File: config.mk
export PLATFORM = sky130hd
export DESIGN_NAME = computer_player_flat
export DESIGN_NICKNAME = d
export VERILOG_FILES = /design/src/rtl/tow_pkg.sv /design/src/rtl/computer_player_if.sv /design/src/rtl/rand_stuck_detector.sv /design/src/rtl/computer_player.sv /design/src/flat_wrapper.sv
export SDC_FILE = /design/constraint.sdc
export NUM_CORES = 1
export LEC_CHECK = 0
export CELL_PAD_IN_SITES_DETAIL_PLACEMENT = 1
export CELL_PAD_IN_SITES_GLOBAL_PLACEMENT = 1
export CORE_MARGIN = 2
export CORE_UTILIZATION = 43
export CTS_CLUSTER_DIAMETER = 60
export DETAILED_ROUTE_END_ITERATION = 10
export GPL_TIMING_DRIVEN = 0
export PLACE_DENSITY = 0.87
export SLEW_MARGIN = 0
export SYNTH_ARGS = -nofsm -noshare
export SYNTH_HDL_FRONTEND = slang
export SYNTH_SLANG_ARGS = --single-unit
File: constraint.sdc
create_clock -name clk -period 4.79 [get_ports clk]
set_input_delay 0.479 -clock clk [delete_from_list [all_inputs] [get_ports clk]]
set_output_delay 0.479 -clock clk [all_outputs]
set_load 0.02 [all_outputs]
File: src/rtl/tow_pkg.sv
// Shared types and widths for the tug-of-war game.
// Used by the LFSR source and the CPU opponent.
package tow_pkg;

   localparam int RAND_W = 10;
   localparam int CNT_W  = 8;

   typedef enum logic [1:0] {
      IDLE  = 2'd0,
      PRESS = 2'd1,
      COOL  = 2'd2
   } cpu_state_t;

endpackage

File: src/rtl/computer_player_if.sv
// Signal bundle between the game core and the CPU opponent.
// The master drives game controls; the slave returns press and status.
interface computer_player_if
   import tow_pkg::*;
   ();

   logic              enable;
   logic [RAND_W-1:0] rand_val;
   logic [RAND_W-2:0] difficulty;
   logic              clr_count;
   logic              press;
   logic              busy;
   logic [CNT_W-1:0]  press_count;
   logic              stuck;

   modport master (
      output enable, rand_val, difficulty, clr_count,
      input  press, busy, press_count, stuck
   );

   modport slave (
      input  enable, rand_val, difficulty, clr_count,
      output press, busy, press_count, stuck
   );

endinterface

File: src/rtl/rand_stuck_detector.sv
// Flags a random source whose output stops changing.
// Counts consecutive edges where the sample equals the previous one.
module rand_stuck_detector
   import tow_pkg::*;
#(
   parameter int STUCK_CYCLES = 4
) (
   input  logic              clk,
   input  logic              reset,
   input  logic [RAND_W-1:0] rand_val,
   output logic              stuck
);

   localparam int SW = $clog2(STUCK_CYCLES + 1);
   localparam logic [SW-1:0] SMAX = SW'(STUCK_CYCLES);

   logic [RAND_W-1:0] prev_q, prev_d;
   logic              valid_q, valid_d;
   logic [SW-1:0]     cnt_q, cnt_d;
   logic              stuck_q, stuck_d;

   always_comb begin
      prev_d  = rand_val;
      valid_d = 1'b1;
      cnt_d   = '0;
      if (valid_q && (rand_val == prev_q)) begin
         cnt_d = (cnt_q == SMAX) ? cnt_q : cnt_q + 1'b1;
      end
      stuck_d = (cnt_d >= SMAX);
   end

   always_ff @(posedge clk or negedge reset) begin
      if (!reset) begin
         prev_q  <= '0;
         valid_q <= 1'b0;
         cnt_q   <= '0;
         stuck_q <= 1'b0;
      end else begin
         prev_q  <= prev_d;
         valid_q <= valid_d;
         cnt_q   <= cnt_d;
         stuck_q <= stuck_d;
      end
   end

   assign stuck = stuck_q;

endmodule

File: src/rtl/computer_player.sv
// CPU opponent: presses when the random word falls below the difficulty,
// holds the press, then cools down before deciding again.
module computer_player
   import tow_pkg::*;
#(
   parameter int HOLD_CYCLES  = 2,
   parameter int COOL_CYCLES  = 4,
   parameter int STUCK_CYCLES = 4
) (
   input logic             clk,
   input logic             reset,
   computer_player_if.slave cp
);

   localparam int HW = $clog2(HOLD_CYCLES + 1);
   localparam int CW = $clog2(COOL_CYCLES + 1);
   localparam logic [HW-1:0] HLOAD = HW'(HOLD_CYCLES - 1);
   localparam logic [CW-1:0] CLOAD = CW'(COOL_CYCLES - 1);

   cpu_state_t       state_q, state_d;
   logic [HW-1:0]    hold_q, hold_d;
   logic [CW-1:0]    cool_q, cool_d;
   logic             press_q, press_d;
   logic             busy_q, busy_d;
   logic [CNT_W-1:0] cnt_q, cnt_d;
   logic             win;

   assign win = ({1'b0, cp.difficulty} > cp.rand_val);

   always_comb begin
      state_d = state_q;
      hold_d  = hold_q;
      cool_d  = cool_q;
      press_d = press_q;
      cnt_d   = cnt_q;
      if (!cp.enable) begin
         state_d = IDLE;
         hold_d  = '0;
         cool_d  = '0;
         press_d = 1'b0;
      end else begin
         unique case (state_q)
            IDLE: begin
               if (win) begin
                  state_d = PRESS;
                  hold_d  = HLOAD;
                  press_d = 1'b1;
                  if (cnt_q != '1) cnt_d = cnt_q + 1'b1;
               end
            end
            PRESS: begin
               if (hold_q == '0) begin
                  state_d = COOL;
                  cool_d  = CLOAD;
                  press_d = 1'b0;
               end else begin
                  hold_d = hold_q - 1'b1;
               end
            end
            COOL: begin
               if (cool_q == '0) state_d = IDLE;
               else cool_d = cool_q - 1'b1;
            end
            default: begin
               state_d = IDLE;
               press_d = 1'b0;
            end
         endcase
      end
      // a new round wins over a decision on the same edge
      if (cp.clr_count) cnt_d = '0;
      busy_d = (state_d != IDLE);
   end

   always_ff @(posedge clk or negedge reset) begin
      if (!reset) begin
         state_q <= IDLE;
         hold_q  <= '0;
         cool_q  <= '0;
         press_q <= 1'b0;
         busy_q  <= 1'b0;
         cnt_q   <= '0;
      end else begin
         state_q <= state_d;
         hold_q  <= hold_d;
         cool_q  <= cool_d;
         press_q <= press_d;
         busy_q  <= busy_d;
         cnt_q   <= cnt_d;
      end
   end

   assign cp.press       = press_q;
   assign cp.busy        = busy_q;
   assign cp.press_count = cnt_q;

   rand_stuck_detector #(
      .STUCK_CYCLES(STUCK_CYCLES)
   ) u_stuck (
      .clk     (clk),
      .reset   (reset),
      .rand_val(cp.rand_val),
      .stuck   (cp.stuck)
   );

endmodule

File: src/flat_wrapper.sv
// flat-port wrapper written by rule: the top's interface ports become plain ports
module computer_player_flat import tow_pkg::*;
#(
   parameter int HOLD_CYCLES  = 2,
   parameter int COOL_CYCLES  = 4,
   parameter int STUCK_CYCLES = 4
)
  (clk, reset, cp_enable, cp_rand_val, cp_difficulty, cp_clr_count, cp_press, cp_busy, cp_press_count, cp_stuck);
  computer_player_if cp_i ();
  input logic clk;
  input logic reset;
  input wire logic [$bits(cp_i.enable)-1:0] cp_enable;
  input wire logic [$bits(cp_i.rand_val)-1:0] cp_rand_val;
  input wire logic [$bits(cp_i.difficulty)-1:0] cp_difficulty;
  input wire logic [$bits(cp_i.clr_count)-1:0] cp_clr_count;
  output wire logic [$bits(cp_i.press)-1:0] cp_press;
  output wire logic [$bits(cp_i.busy)-1:0] cp_busy;
  output wire logic [$bits(cp_i.press_count)-1:0] cp_press_count;
  output wire logic [$bits(cp_i.stuck)-1:0] cp_stuck;
  assign cp_i.enable = cp_enable;
  assign cp_i.rand_val = cp_rand_val;
  assign cp_i.difficulty = cp_difficulty;
  assign cp_i.clr_count = cp_clr_count;
  assign cp_press = cp_i.press;
  assign cp_busy = cp_i.busy;
  assign cp_press_count = cp_i.press_count;
  assign cp_stuck = cp_i.stuck;
  computer_player #(.HOLD_CYCLES(HOLD_CYCLES), .COOL_CYCLES(COOL_CYCLES), .STUCK_CYCLES(STUCK_CYCLES)) u_core (.clk(clk), .reset(reset), .cp(cp_i));
endmodule
# --- Word-level counts from Yosys, hierarchy flattened ---
# Cells that the tools add are included.
op_classes:
  reduce_logical: 13
  muxes: 24
  add_sub_neg: 4
  n_eq_ne: 12
  magnitude_cmp: 2
op_table:
  columns: ["op", "n"]
  rows:
  - ["2-to-1 mux 8 bit", 5]
  - ["2-to-1 mux 3 bit", 5]
  - ["2-to-1 mux 2 bit", 7]
  - ["equality test 10 bit", 1]
  - ["greater-than comparator 9 x 10 -> 1 bit", 1]
  - ["nonzero test 2 bit", 5]
  - ["AND reduction 3 bit", 3]
  - ["adder 8 x 1 -> 8 bit, second input constant", 1]
  - ["!= test 8 bit, second input constant", 1]
  - ["!= test 3 x 1 -> 1 bit, second input constant", 2]
  - ["!= test 3 x 2 -> 1 bit, second input constant", 2]
  - ["!= test 3 bit, second input constant", 2]
  - ["case mux 2 bit (3 select lines)", 1]
  - ["case mux 3 bit (2 select lines)", 1]
  - ["logical NOT 2 bit", 2]
  - ["case mux 2 bit (2 select lines)", 1]
  - ["AND reduction 4 bit", 1]
  - ["adder 3 x 1 -> 3 bit, second input constant", 1]
  - ["equality test 3 bit, second input constant", 1]
  - ["greater-or-equal comparator 3 bit, second input constant", 1]
  - ["logical NOT 3 bit", 1]
  - ["2-to-1 mux 1 bit", 3]
  - ["case mux 1 bit (3 select lines)", 1]
  - ["subtractor 3 x 1 -> 3 bit, second input constant", 1]
  - ["other kinds (5)", 5]
totals:
  input_bits: 23
  ff_bits: 32
  elab_cells: 65
  out_inout_bits: 11

# --- Longest topological paths before layout ---
# Gate-level depths: netlist of run 1.
logic_depth:
  word_depth: 6
  depth_mapped: 8
  mapped_depth_nobuf: 7

# --- By module ---
# A second synthesis of run 1 with hierarchy kept.
unflattened:
  cells_unflattened: 176
  hier_area_um2: 1780.5
modules_own_cells:
  columns: ["mod", "area_each_um2", "n_inst", "cells_each", "seq_area_each_um2"]
  rows:
  - ["computer_player", 1241.2, 1, 136, 425.4]
  - ["rand_stuck_detector", 539.3, 1, 40, 350.3]

# --- Least setup slack after synthesis of run 1 ---
# OpenSTA, ideal clock, no wires.
synth_path:
  kind: "input -> register"
  start: "input cp_rand_val[5]"
  end: "register u_core.cnt_q[3], in the netlist u_core.cp.press_count[3]"
  setup_slack_ns: 2.669
  arrival_ns: 1.993
  required_ns: 4.662
  path_stages: 7
  path_cell_list: "inv_1 -> ha_1 -> and4_4 -> a311oi_4 -> o32ai_4 -> nor3_1 -> mux2_1"
synth_between:
  elab_chain_cells: 3
synth_rtl:
  columns: ["item", "line", "text"]
  rows:
  - ["from (decl)", "flat_wrapper.sv:13", "input wire logic [$bits(cp_i.rand_val)-1:0] cp_rand_val;"]
  - ["greater-than comparator 9 x 10 -> 1 bit", "computer_player.sv:28", "assign win = ({1'b0, cp.difficulty} > cp.rand_val);"]
  - ["nonzero test 2 bit (no source line)", null, null]
  - ["AND reduction 4 bit (no source line)", null, null]
  - ["to (signal assigned)", "computer_player.sv:89", "cnt_q <= cnt_d;"]
  - ["to (decl)", "computer_player.sv:25", "logic [CNT_W-1:0] cnt_q, cnt_d;"]
# Every way passes these cells.
# A chain may end at the register's enable or synchronous reset.

# --- Worst setup path in the final report of run 1 ---
layout_path:
  start: "input cp_rand_val[7]"
  end: "register u_core.cnt_q[4], in the netlist u_core.cp.press_count[4]"
# Same word-level chain as after synthesis.

==> results.rst, run 1 <==
.. list-table::
   :header-rows: 1

   * - Metric
     - Value
   * - Outcome
     - finished, final reports clean
   * - Clock root buffer
     - sky130_fd_sc_hd__clkbuf_8
   * - Number of buffers created by CTS
     - 5
   * - Fmax achieved
     - 393 MHz
   * - Post-Synthesis Mean Instance Area
     - 10.3 µm²
   * - TritonCTS clock tree
     - done
   * - Xor/xnor cell area share of the yosys netlist
     - 0.0542
   * - Floorplan Core Area
     - 0.00400 mm²
   * - Post-CTS Setup Repair Bufs
     - 0
   * - Post-Route Hold Slack
     - 0.241 ns
   * - Critical path data required time
     - 4.96 ns
   * - Hold Vio Cnt, Final
     - 0
   * - Number of global-route vias before repair
     - 1559
   * - Final Max Slew Viols
     - 0
   * - Maximum clock skew at final layout
     - 0.00410 ns
   * - Die extent in x
     - 68.3 µm
   * - Remaining routing DRC violations
     - 0
   * - Total routing resource utilization after global routing
     - 0.221
   * - Library cells used by synthesis
     - 39
   * - H-tree depth
     - 2
   * - Final setup violation count
     - 0
   * - Worst relative slew slack
     - 0.531
   * - Worst Hold Class
     - in2async
   * - Shortest period the worst path allows
     - 2.54 ns
   * - Met1 Wirelength
     - 1850 µm
   * - Async S/R FF share, synth
     - 1.00
   * - Via Count
     - 1426
   * - Final Routed Wirelength
     - 4460 µm
   * - Final Total Pwr
     - 569 µW
   * - Slew at the pin closest to its max-slew limit
     - 0.703 ns
   * - Average detailed-routed wire length per instance
     - 17.1 µm
   * - Count of buffers inserted at the top-level ports
     - 32
   * - Setup Crit Path Kind
     - in2reg
   * - CP Data Arrival Time
     - 2.71 ns
   * - Io pins
     - 34
   * - Die ar.
     - 0.00466 mm²
   * - Total of warnings raised by yosys
     - 0
   * - Clock-pin slew on the worst setup and hold paths
     - 0.06 ns
   * - Register-to-register path setup slack
     - 2.86 ns
   * - Global route overflow
     - 0
   * - Share of final-layout standard cells stronger than drive strength 1
     - 0.0900
   * - First-pass GRT wire length
     - 7350 µm
   * - CTS sink count
     - 31
   * - Most frequent cell after synthesis
     - sky130_fd_sc_hd__dfrtp_1
   * - Static leakage
     - 0.000932 µW
   * - Kind of end point of the critical path
     - flip-flop
   * - Maximum number of pins on one net before global-route repair
     - 32
   * - Worst ir drop on vdd
     - 0.130 mV
   * - Post-cts sizing count
     - 0
   * - Synthesized netlist net count
     - 211
   * - Starting utilization of the core area
     - 0.444
   * - Cell area after synthesis
     - 0.00178 mm²
   * - Area growth syn-to-layout
     - 25.3%
   * - Combinational family with the most area after synthesis
     - simple AND/OR/NAND/NOR gates
   * - Area fraction of the dominant cell type after synthesis
     - 0.436
   * - Area share of fa/ha/maj cells after synthesis
     - 0.106
   * - Minimum setup slack after placement
     - 1.92 ns
   * - Fraction of the yosys area taken by sequential cells
     - 0.436
   * - Cell types occupying the most area after synthesis
     - sky130_fd_sc_hd__dfrtp_1 (44%), sky130_fd_sc_hd__ha_1 (11%), sky130_fd_sc_hd__xnor2_1 (5.4%)
   * - Setup repair after global routing missed its margin
     - false
   * - Dominant synthesized flop cell
     - sky130_fd_sc_hd__dfrtp_1
   * - Fraction of synthesized area in multiplexers
     - 0.0211
   * - Worst skew pair latency
     - 0.28 ns
   * - Area fraction in and, or, nand and nor cells after synthesis
     - 0.182
   * - Net count reported at finish
     - 250
   * - Placement Cell Area
     - 0.00216 mm²
   * - Worst Setup Start Kind
     - input pin
   * - Setup WS post-layout
     - 2.25 ns
   * - Synthesis-stage register bit count
     - 31
   * - Power per Cell Area
     - 255 mW/mm²
   * - Period utilization
     - 0.531
   * - Number of buffers on the longest clock path
     - 2
   * - Post-synth EDFFs
     - 0
   * - Antenna diode count
     - 0
   * - Biggest area consumer among synthesized cells
     - sky130_fd_sc_hd__dfrtp_1
   * - Final design instance area without fill
     - 0.00223 mm²
   * - ANT nets after route
     - 0
   * - Initial antenna violation count
     - 0
   * - Commonest cells post-synth
     - sky130_fd_sc_hd__dfrtp_1 (31), sky130_fd_sc_hd__inv_1 (19), sky130_fd_sc_hd__a21oi_1 (15), sky130_fd_sc_hd__ha_1 (15), sky130_fd_sc_hd__xnor2_1 (11)
   * - Top routing layer in use
     - met4
   * - Compound-cell area share of the yosys netlist
     - 0.148
   * - Number of hold buffers added after cts
     - 0
   * - Synthesized instance count
     - 173
   * - Routed wl met3
     - 132 µm
   * - Half-perimeter wire length after placement
     - 3440 µm
   * - Crit path max fanout
     - 9
   * - Max_cap viols
     - 0
   * - First-pass iteration count of the detailed router
     - 4
   * - Setup TNS Final
     - 0 ns
   * - Iteration-0 DRC count of the detailed router
     - 59
   * - Height of the die
     - 68.3 µm
   * - Drt via density
     - 5.46
   * - RePlAce Congestion
     - 0.791
   * - Num rows
     - 23
   * - DR WL met2
     - 2420 µm
[area by class of cell]
cell class / instances / area, µm²
buffer: 3 / 18.8
clock buffer: 6 / 72.6
fill: 438 / 1770
inverter: 19 / 71.3
multi-input combinational: 120 / 912
sequential: 31 / 776
tap: 50 / 62.6
timing repair buffer: 32 / 315
[per-stage QoR]
stage / util / std cells
2_1_floorplan: - / 173
3_3_place_gp: 0.540 / 255
3_5_place_dp: 0.540 / 255
4_1_cts: 0.558 / 261
5_1_grt: 0.557 / 261
6_report: 0.557 / 261
[registers in the layout, indices dropped and copies added, names as in the netlist]
register / count
u_core.u_stuck.prev_q: 10
u_core.cp.press_count: 8
u_core.cool_q: 3
u_core.u_stuck.cnt_q: 3
u_core.hold_q: 2
u_core.state_q: 2
u_core.cp.busy: 1
u_core.cp.press: 1
u_core.u_stuck.valid_q: 1
[report_power, final]
group | leakage (µW) | total [µW] | internal, µW | switching (µW)
clock | 0.0000371 | 187 | 96.6 | 90.3
combinational | 0.000490 | 104 | 48.4 | 55.8
sequential | 0.000406 | 278 | 272 | 6.11
[kinds of logic (layout without fill, tap and decap cells)]
group,Yosys count,count (layout)
buf+inv,22,60
xor+xnor,11,11
fa+ha+maj,15,15
compound gates,36,36
simple gates,54,54
mux,3,3
flops,31,31
other cells,1,1
[worst max-delay path, stage by stage]
cell and delay (ns):
sky130_fd_sc_hd__clkdlybuf4s50_1 0.52, sky130_fd_sc_hd__inv_1 0.07, sky130_fd_sc_hd__ha_1 0.30, sky130_fd_sc_hd__a211oi_2 0.28
sky130_fd_sc_hd__o21ai_1 0.16, sky130_fd_sc_hd__o32ai_4 0.42, sky130_fd_sc_hd__nor3_1 0.13, sky130_fd_sc_hd__mux2_1 0.33
[per-layer routing]
| metal | GRT usage | up-vias |
|---|---|---|
| met4 | 0.0675 | 0 |
| met5 | 0 | - |
| li1 | - | 679 |
| met3 | 0.0609 | 7 |
| met1 | 0.243 | 715 |
| met2 | 0.409 | 25 |
[placed cells by master, fill, tap and decap left out, drive strengths merged, types with 3 or more instances in the layout]
cell type,Yosys,routed
ha,15,15
or3,5,5
nor2,7,7
nor2b,3,3
o21a,3,3
clkdlybuf4s50,0,31
dfrtp,31,31
nand3,6,6
a21oi,15,15
clkbuf,1,7
inv,19,19
nor3,6,6
nand2,8,8
o21bai,3,3
nand4,5,5
mux2,3,3
buf,2,3
xnor2,11,11
o21ai,8,8
[final timing paths]
check / cells past startpoint / to / start
max reg2reg: 5 / u_core.cp.press_count[3] / u_core.cp.press_count[2]
max: 8 / u_core.cp.press_count[4] / cp_rand_val[7]
min reg2reg: 1 / u_core.cool_q[0] / u_core.cool_q[0]
min: 1 / u_core.u_stuck.prev_q[4] / reset
max in group asynchronous: 1 / u_core.state_q[0] / reset
min in group clk: 1 / u_core.cool_q[0] / u_core.cool_q[0]
No activity file was read; power rests on OpenSTA's default activity.
==> run 2: changes to the inputs <==
CORE_UTILIZATION = 40   (was 43)
PLACE_DENSITY = 0.81   (was 0.87)
clock period = 2.65 ns   (was 4.79 ns; I/O delays follow)
==> results.rst, run 2 (synthesis gave the netlist of run 1 again) <==
.. list-table::
   :header-rows: 1

   * - Metric
     - Value
   * - Outcome
     - finished, final reports clean
   * - Filler Cells Inserted
     - 498 (+14%)
   * - FF-to-FF Start
     - u_core.cp.press_count[2]
   * - Remaining routing DRC violations
     - 0 (unchanged)
   * - Critical path data required time
     - 2.82 ns (-2.14 ns)
   * - Clock root buffer
     - sky130_fd_sc_hd__clkbuf_8
   * - Final Routed Wirelength
     - 4290 µm (-3.9%)
   * - Hold Vio Cnt, Final
     - 0 (unchanged)
   * - First-pass iteration count of the detailed router
     - 4 (unchanged)
   * - First-pass GRT wire length
     - 7530 µm (+2.4%)
   * - Drt via density
     - 5.36 (-1.9%)
   * - Half-perimeter wire length after placement
     - 3300 µm (-4.2%)
   * - Worst Setup Start Kind
     - input pin
   * - Num rows
     - 24 (+4.3%)
   * - Setup repair after global routing missed its margin
     - false
   * - Start point of the critical path
     - cp_rand_val[7]
   * - Switching power
     - 286 µW (+88%)
   * - Power per Cell Area
     - 513 mW/mm² (+100%)
   * - Number of buffers created by CTS
     - 5 (unchanged)
   * - Max_cap viols
     - 0 (unchanged)
   * - ANT nets after route
     - 0 (unchanged)
   * - Sequential cell area
     - 776 µm² (unchanged)
   * - Number of buffers on the longest clock path
     - 2 (unchanged)
   * - Fmax achieved
     - 428 MHz
   * - Worst Hold Class
     - in2async
   * - Count of buffers inserted at the top-level ports
     - 32 (unchanged)
   * - Largest register FFs
     - 10 (unchanged)
   * - Worst ir drop on vdd
     - 0.180 mV (+39%)
   * - Final Total Pwr
     - 1170 µW (+110%)
   * - Shortest period the worst path allows
     - 2.34 ns
   * - Maximum number of pins on one net before global-route repair
     - 32 (unchanged)
   * - Maximum clock skew at final layout
     - 0.00663 ns (+0.00253 ns)
   * - TritonCTS clock tree
     - done
   * - Post-cts sizing count
     - 0 (unchanged)
   * - Power share of the sequential group
     - 0.429 (-0.059)
   * - Kind of end point of the critical path
     - flip-flop
   * - Final setup violation count
     - 0 (unchanged)
   * - Initial antenna violation count
     - 0 (unchanged)
   * - Register-to-register path setup slack
     - 0.77 ns (-2.09 ns)
   * - Combinational share of power
     - 0.158 (-0.025)
   * - Combined area of the multi-input logic cells
     - 912 µm² (unchanged)
   * - Io pins
     - 34 (unchanged)
   * - Via Count
     - 1421 (-0.35%)
   * - Iteration-0 DRC count of the detailed router
     - 17 (-71%)
   * - RePlAce Congestion
     - 0.796 (+0.70%)
   * - Total routing resource utilization after global routing
     - 0.189 (-0.0313)
   * - Antenna diode count
     - 0 (unchanged)
   * - Number of hold buffers added after cts
     - 0 (unchanged)
   * - Crit path max fanout
     - 9 (unchanged)
   * - Area growth syn-to-layout
     - 28.0%
   * - Final Max Slew Viols
     - 0 (unchanged)
   * - Starting utilization of the core area
     - 0.411 (-0.0333)
   * - Final cell count without fillers
     - 265 (+1.5%)
   * - H-tree depth
     - 2 (unchanged)
   * - Floorplan Core Area
     - 0.00432 mm² (+8.1%)
   * - Die ar.
     - 0.00499 mm² (+7.1%)
   * - Clock network fraction of design power
     - 0.412 (+0.084)
   * - CP Data Arrival Time
     - 2.50 ns (-0.21 ns)
   * - Worst reg2reg path depth
     - 5 (unchanged)
   * - Static leakage
     - 0.000956 µW (+2.6%)
   * - Clock-pin slew on the worst setup and hold paths
     - 0.07 ns (about the same)
   * - Int Power
     - 882 µW (+110%)
   * - Slew at the pin closest to its max-slew limit
     - 0.693 ns (-0.0102 ns)
   * - Worst skew pair latency
     - 0.28 ns (about the same)
   * - Switching portion of total power
     - 0.245 (-0.0228)
   * - Die extent in x
     - 70.7 µm (+3.5%)
   * - Net count reported at finish
     - 250 (unchanged)
   * - Worst relative slew slack
     - 0.538 (+0.00681)
   * - Post-CTS Setup Repair Bufs
     - 0 (unchanged)
   * - Dpl cells
     - 257 (+0.78%)
   * - Endpoint of the lowest-slack register-to-register path
     - u_core.cp.press_count[3]
   * - Register with the most flip-flops
     - u_core.u_stuck.prev_q
   * - Global route overflow
     - 0 (unchanged)
   * - Height of the die
     - 70.7 µm (+3.5%)
   * - Number of global-route vias before repair
     - 1620 (+3.9%)
   * - Share of final-layout standard cells stronger than drive strength 1
     - 0.103 (+0.0132)
   * - Highest-count cells in the layout ignoring fill and taps
     - sky130_fd_sc_hd__clkdlybuf4s50_1 (31), sky130_fd_sc_hd__dfrtp_1 (31), sky130_fd_sc_hd__inv_1 (19)
   * - CTS sink count
     - 31 (unchanged)
   * - Setup Crit Path Kind
     - in2reg
   * - Average detailed-routed wire length per instance
     - 16.2 µm (-5.3%)
   * - Period utilization
     - 0.882
run 2: metrics by stage:
stage,utilization,instance area [µm²],worst slack (ns),setup TNS [ns],hold WS (ns)
floorplan,-,1780,0.743,0,-0.0306
global placement,0.500,2160,0.0705,0,0.465
detailed placement,0.500,2160,-0.000371,-0.000371,0.480
CTS,0.527,2280,0.298,0,0.414
global route,0.526,2280,0.144,0,0.0699
finish,0.526,2280,0.312,0,0.0220
run 2: how the worst max path moves through the flow:
stage                                     to  cells past startpoint
global placement    u_core.cp.press_count[3]                      8
floorplan           u_core.cp.press_count[3]                      7
finish              u_core.cp.press_count[3]                      8
detailed placement  u_core.cp.press_count[3]                      8
global route        u_core.cp.press_count[3]                      8
CTS                 u_core.cp.press_count[3]                      8
run 2: critical path, cell delays in order:
cell	delay [ns]
sky130_fd_sc_hd__clkdlybuf4s50_1	0.53
sky130_fd_sc_hd__inv_1	0.06
sky130_fd_sc_hd__ha_1	0.31
sky130_fd_sc_hd__a211oi_2	0.27
sky130_fd_sc_hd__o21ai_1	0.16
sky130_fd_sc_hd__o32ai_4	0.45
sky130_fd_sc_hd__nor3_1	0.13
sky130_fd_sc_hd__mux2_1	0.33
run 2: layer usage:
| layer | GRT usage | share of wire |
|---|---|---|
| met1 | 0.216 | 0.42 |
| met2 | 0.357 | 0.54 |
| met5 | 0 | 0 |
| met4 | 0.0503 | 0.0093 |
| met3 | 0.0399 | 0.033 |
run 2: power by group through the flow:
| stage | registers, µW | logic (µW) | clock network, µW |
|---|---|---|---|
| final | 502 | 185 | 481 |
| after global routing | 503 | 206 | 510 |
| after CTS | 502 | 189 | 488 |
| after detailed placement | 510 | 186 | 0 |
| after global placement | 509 | 176 | 0 |
| after floorplan | 512 | 102 | 0 |
run 2: final cells by class:
type	count	share of cell area
inverters	19	0.0313
repair buffers	32	0.139
clock inverters	2	0.0154
multi-input cells	120	0.401
plain buffers	3	0.00825
clock buffers	6	0.0363
well taps	52	0.0286
flip-flops and latches	31	0.341
==> run 3: changes to the inputs <==
CAP_MARGIN = 20   (was unset)
==> results.rst, run 3 (synthesis gave the netlist of run 1 again) <==
.. list-table::
   :header-rows: 1

   * - Metric
     - Value
   * - Worst path top cell family by delay
     - buffers and inverters
   * - Hold Vio Cnt, Final
     - 0 (unchanged)
   * - Endpoint of the lowest-slack register-to-register path
     - u_core.cp.press_count[3]
   * - Slowest-stage cell, CP
     - sky130_fd_sc_hd__clkdlybuf4s50_1
   * - Kind of end point of the critical path
     - flip-flop
   * - Minimum setup slack after placement
     - -0.00385 ns (-0.00348 ns)
   * - Power per Cell Area
     - 481 mW/mm² (-6.2%)
   * - Critical path capture point
     - u_core.cp.press_count[3]
   * - Max_cap viols
     - 0 (unchanged)
   * - Final Total Pwr
     - 1100 µW (-5.6%)
   * - Remaining routing DRC violations
     - 0 (unchanged)
   * - Clock-pin slew on the worst setup and hold paths
     - 0.07 ns (about the same)
   * - Drt via density
     - 5.33 (-0.59%)
   * - Number of hold buffers added after cts
     - 0 (unchanged)
   * - Highest-count cells in the layout ignoring fill and taps
     - sky130_fd_sc_hd__clkdlybuf4s50_1 (32), sky130_fd_sc_hd__dfrtp_1 (31), sky130_fd_sc_hd__inv_1 (19)
   * - Iteration-0 DRC count of the detailed router
     - 49 (+32)
   * - Io pins
     - 34 (unchanged)
   * - Number of buffer and inverter instances along the worst setup path
     - 2 (unchanged)
   * - Setup Crit Path Kind
     - in2reg
   * - Slew at the pin closest to its max-slew limit
     - 0.800 ns (+0.107 ns)
   * - Number of cells on the critical path
     - 8 (unchanged)
   * - Static leakage
     - 0.000959 µW (+0.31%)
   * - Outcome
     - finished, final reports clean
   * - Num rows
     - 24 (unchanged)
   * - CP Data Arrival Time
     - 2.49 ns (about the same)
   * - Register-to-register path setup slack
     - 0.76 ns (about the same)
   * - Cells along the critical path
     - clkdlybuf4s50_1 -> inv_1 -> ha_1 -> and4_4 -> a311oi_4 -> o32ai_4 -> nor3_1 -> mux2_1
   * - Area growth syn-to-layout
     - 28.9%
   * - Starting utilization of the core area
     - 0.411 (unchanged)
   * - Worst skew pair latency
     - 0.28 ns (about the same)
   * - Worst reg2reg path depth
     - 5 (unchanged)
   * - H-tree depth
     - 2 (unchanged)
   * - FF-to-FF Start
     - u_core.cp.press_count[0]
   * - Worst Setup Start Kind
     - input pin
   * - Final Max Slew Viols
     - 0 (unchanged)
   * - Number of buffers on the longest clock path
     - 2 (unchanged)
   * - Crit path max fanout
     - 9 (unchanged)
   * - Final Routed Wirelength
     - 4340 µm (+1.2%)
   * - Filler Cells Inserted
     - 489 (-1.8%)
   * - Height of the die
     - 70.7 µm (unchanged)
   * - RePlAce Congestion
     - 0.796 (unchanged)
   * - Post-CTS Setup Repair Bufs
     - 0 (unchanged)
   * - Via Count
     - 1418 (-0.21%)
   * - Maximum number of pins on one net before global-route repair
     - 18 (-44%)
   * - Setup WS post-layout
     - 0.326 ns (+0.0136 ns)
   * - Maximum clock skew at final layout
     - 0.00441 ns (-0.00221 ns)
   * - Start point of the critical path
     - cp_rand_val[5]
   * - Clock root buffer
     - sky130_fd_sc_hd__clkbuf_8
   * - Most common cell after layout, fill and taps aside
     - sky130_fd_sc_hd__clkdlybuf4s50_1
   * - Crit-path max cell delay
     - 0.52 ns (about the same)
   * - Final setup violation count
     - 0 (unchanged)
   * - Post-cts sizing count
     - 0 (unchanged)
   * - Setup repair after global routing missed its margin
     - false
   * - Shortest period the worst path allows
     - 2.32 ns (-0.0136 ns)
   * - Number of global-route vias before repair
     - 1599 (-1.3%)
   * - Fmax achieved
     - 430 MHz (+0.59%)
   * - TritonCTS clock tree
     - done
   * - Die extent in x
     - 70.7 µm (unchanged)
   * - Count of buffers inserted at the top-level ports
     - 32 (unchanged)
   * - Half-perimeter wire length after placement
     - 3400 µm (+3.2%)
   * - Worst relative slew slack
     - 0.465 (-0.0727)
   * - Largest register FFs
     - 10 (unchanged)
   * - Net count reported at finish
     - 251 (+0.40%)
   * - Average detailed-routed wire length per instance
     - 16.3 µm (+0.83%)
   * - ANT nets after route
     - 0 (unchanged)
   * - Floorplan Core Area
     - 0.00432 mm² (unchanged)
   * - CTS sink count
     - 31 (unchanged)
   * - Die ar.
     - 0.00499 mm² (unchanged)
   * - Worst ir drop on vdd
     - 0.272 mV (+51%)
   * - Worst Hold Class
     - in2reg
   * - Critical path data required time
     - 2.82 ns (about the same)
   * - Antenna diode count
     - 0 (unchanged)
   * - Initial antenna violation count
     - 0 (unchanged)
   * - Total routing resource utilization after global routing
     - 0.196 (+0.00653)
   * - Global route overflow
     - 0 (unchanged)
   * - Share of final-layout standard cells stronger than drive strength 1
     - 0.0981 (-0.00516)
   * - Number of buffers created by CTS
     - 5 (unchanged)
   * - Period utilization
     - 0.877 (-0.00513)
   * - First-pass iteration count of the detailed router
     - 4 (unchanged)
   * - First-pass GRT wire length
     - 7710 µm (+2.4%)
   * - Register with the most flip-flops
     - u_core.u_stuck.prev_q
-- run 3: final cells by class --
class / count / area (µm²) / share of cell area
buffer: 3 / 18.8 / 0.00819
tap: 52 / 65.1 / 0.0284
inverter: 19 / 71.3 / 0.0311
sequential: 31 / 776 / 0.339
timing repair buffer: 33 / 348 / 0.152
multi-input combinational: 120 / 912 / 0.398
clock buffer: 8 / 100 / 0.0437
-- run 3: where the power goes --
| group | internal, µW | switching, µW | total (µW) |
|---|---|---|---|
| clock | 237 | 175 | 411 |
| sequential | 491 | 10.7 | 502 |
| combinational | 92.1 | 98.0 | 190 |
| total | 820 | 283 | 1100 |
-- run 3: how the worst min path moves through the flow --
stage,startpoint,end,depth (start not counted)
floorplan,reset,u_core.cool_q[0],0
global placement,u_core.cool_q[0],u_core.cool_q[0],1
detailed placement,u_core.cool_q[0],u_core.cool_q[0],1
CTS,cp_clr_count,u_core.cp.press_count[7],2
global route,cp_clr_count,u_core.cp.press_count[0],2
finish,cp_clr_count,u_core.cp.press_count[7],2
-- run 3: metal layers --
metal  share of wire  GRT usage  vias up
li1                -          -      684
met1            0.41      0.226      704
met2            0.54      0.363       25
met3           0.036     0.0484        5
met4           0.012     0.0503        0
met5               0          0        -
-- run 3: stage by stage --
stage / hold slack (ns) / TNS [ns] / cells / area, µm² / utilization
4_1_cts: 0.410 / 0 / 266 / 2290 / 0.530
2_1_floorplan: -0.0306 / 0 / 173 / 1780 / -
3_5_place_dp: 0.480 / -0.00385 / 258 / 2190 / 0.507
5_1_grt: 0.459 / 0 / 266 / 2290 / 0.530
6_report: 0.399 / 0 / 266 / 2290 / 0.530
3_3_place_gp: 0.465 / 0 / 257 / 2160 / 0.500
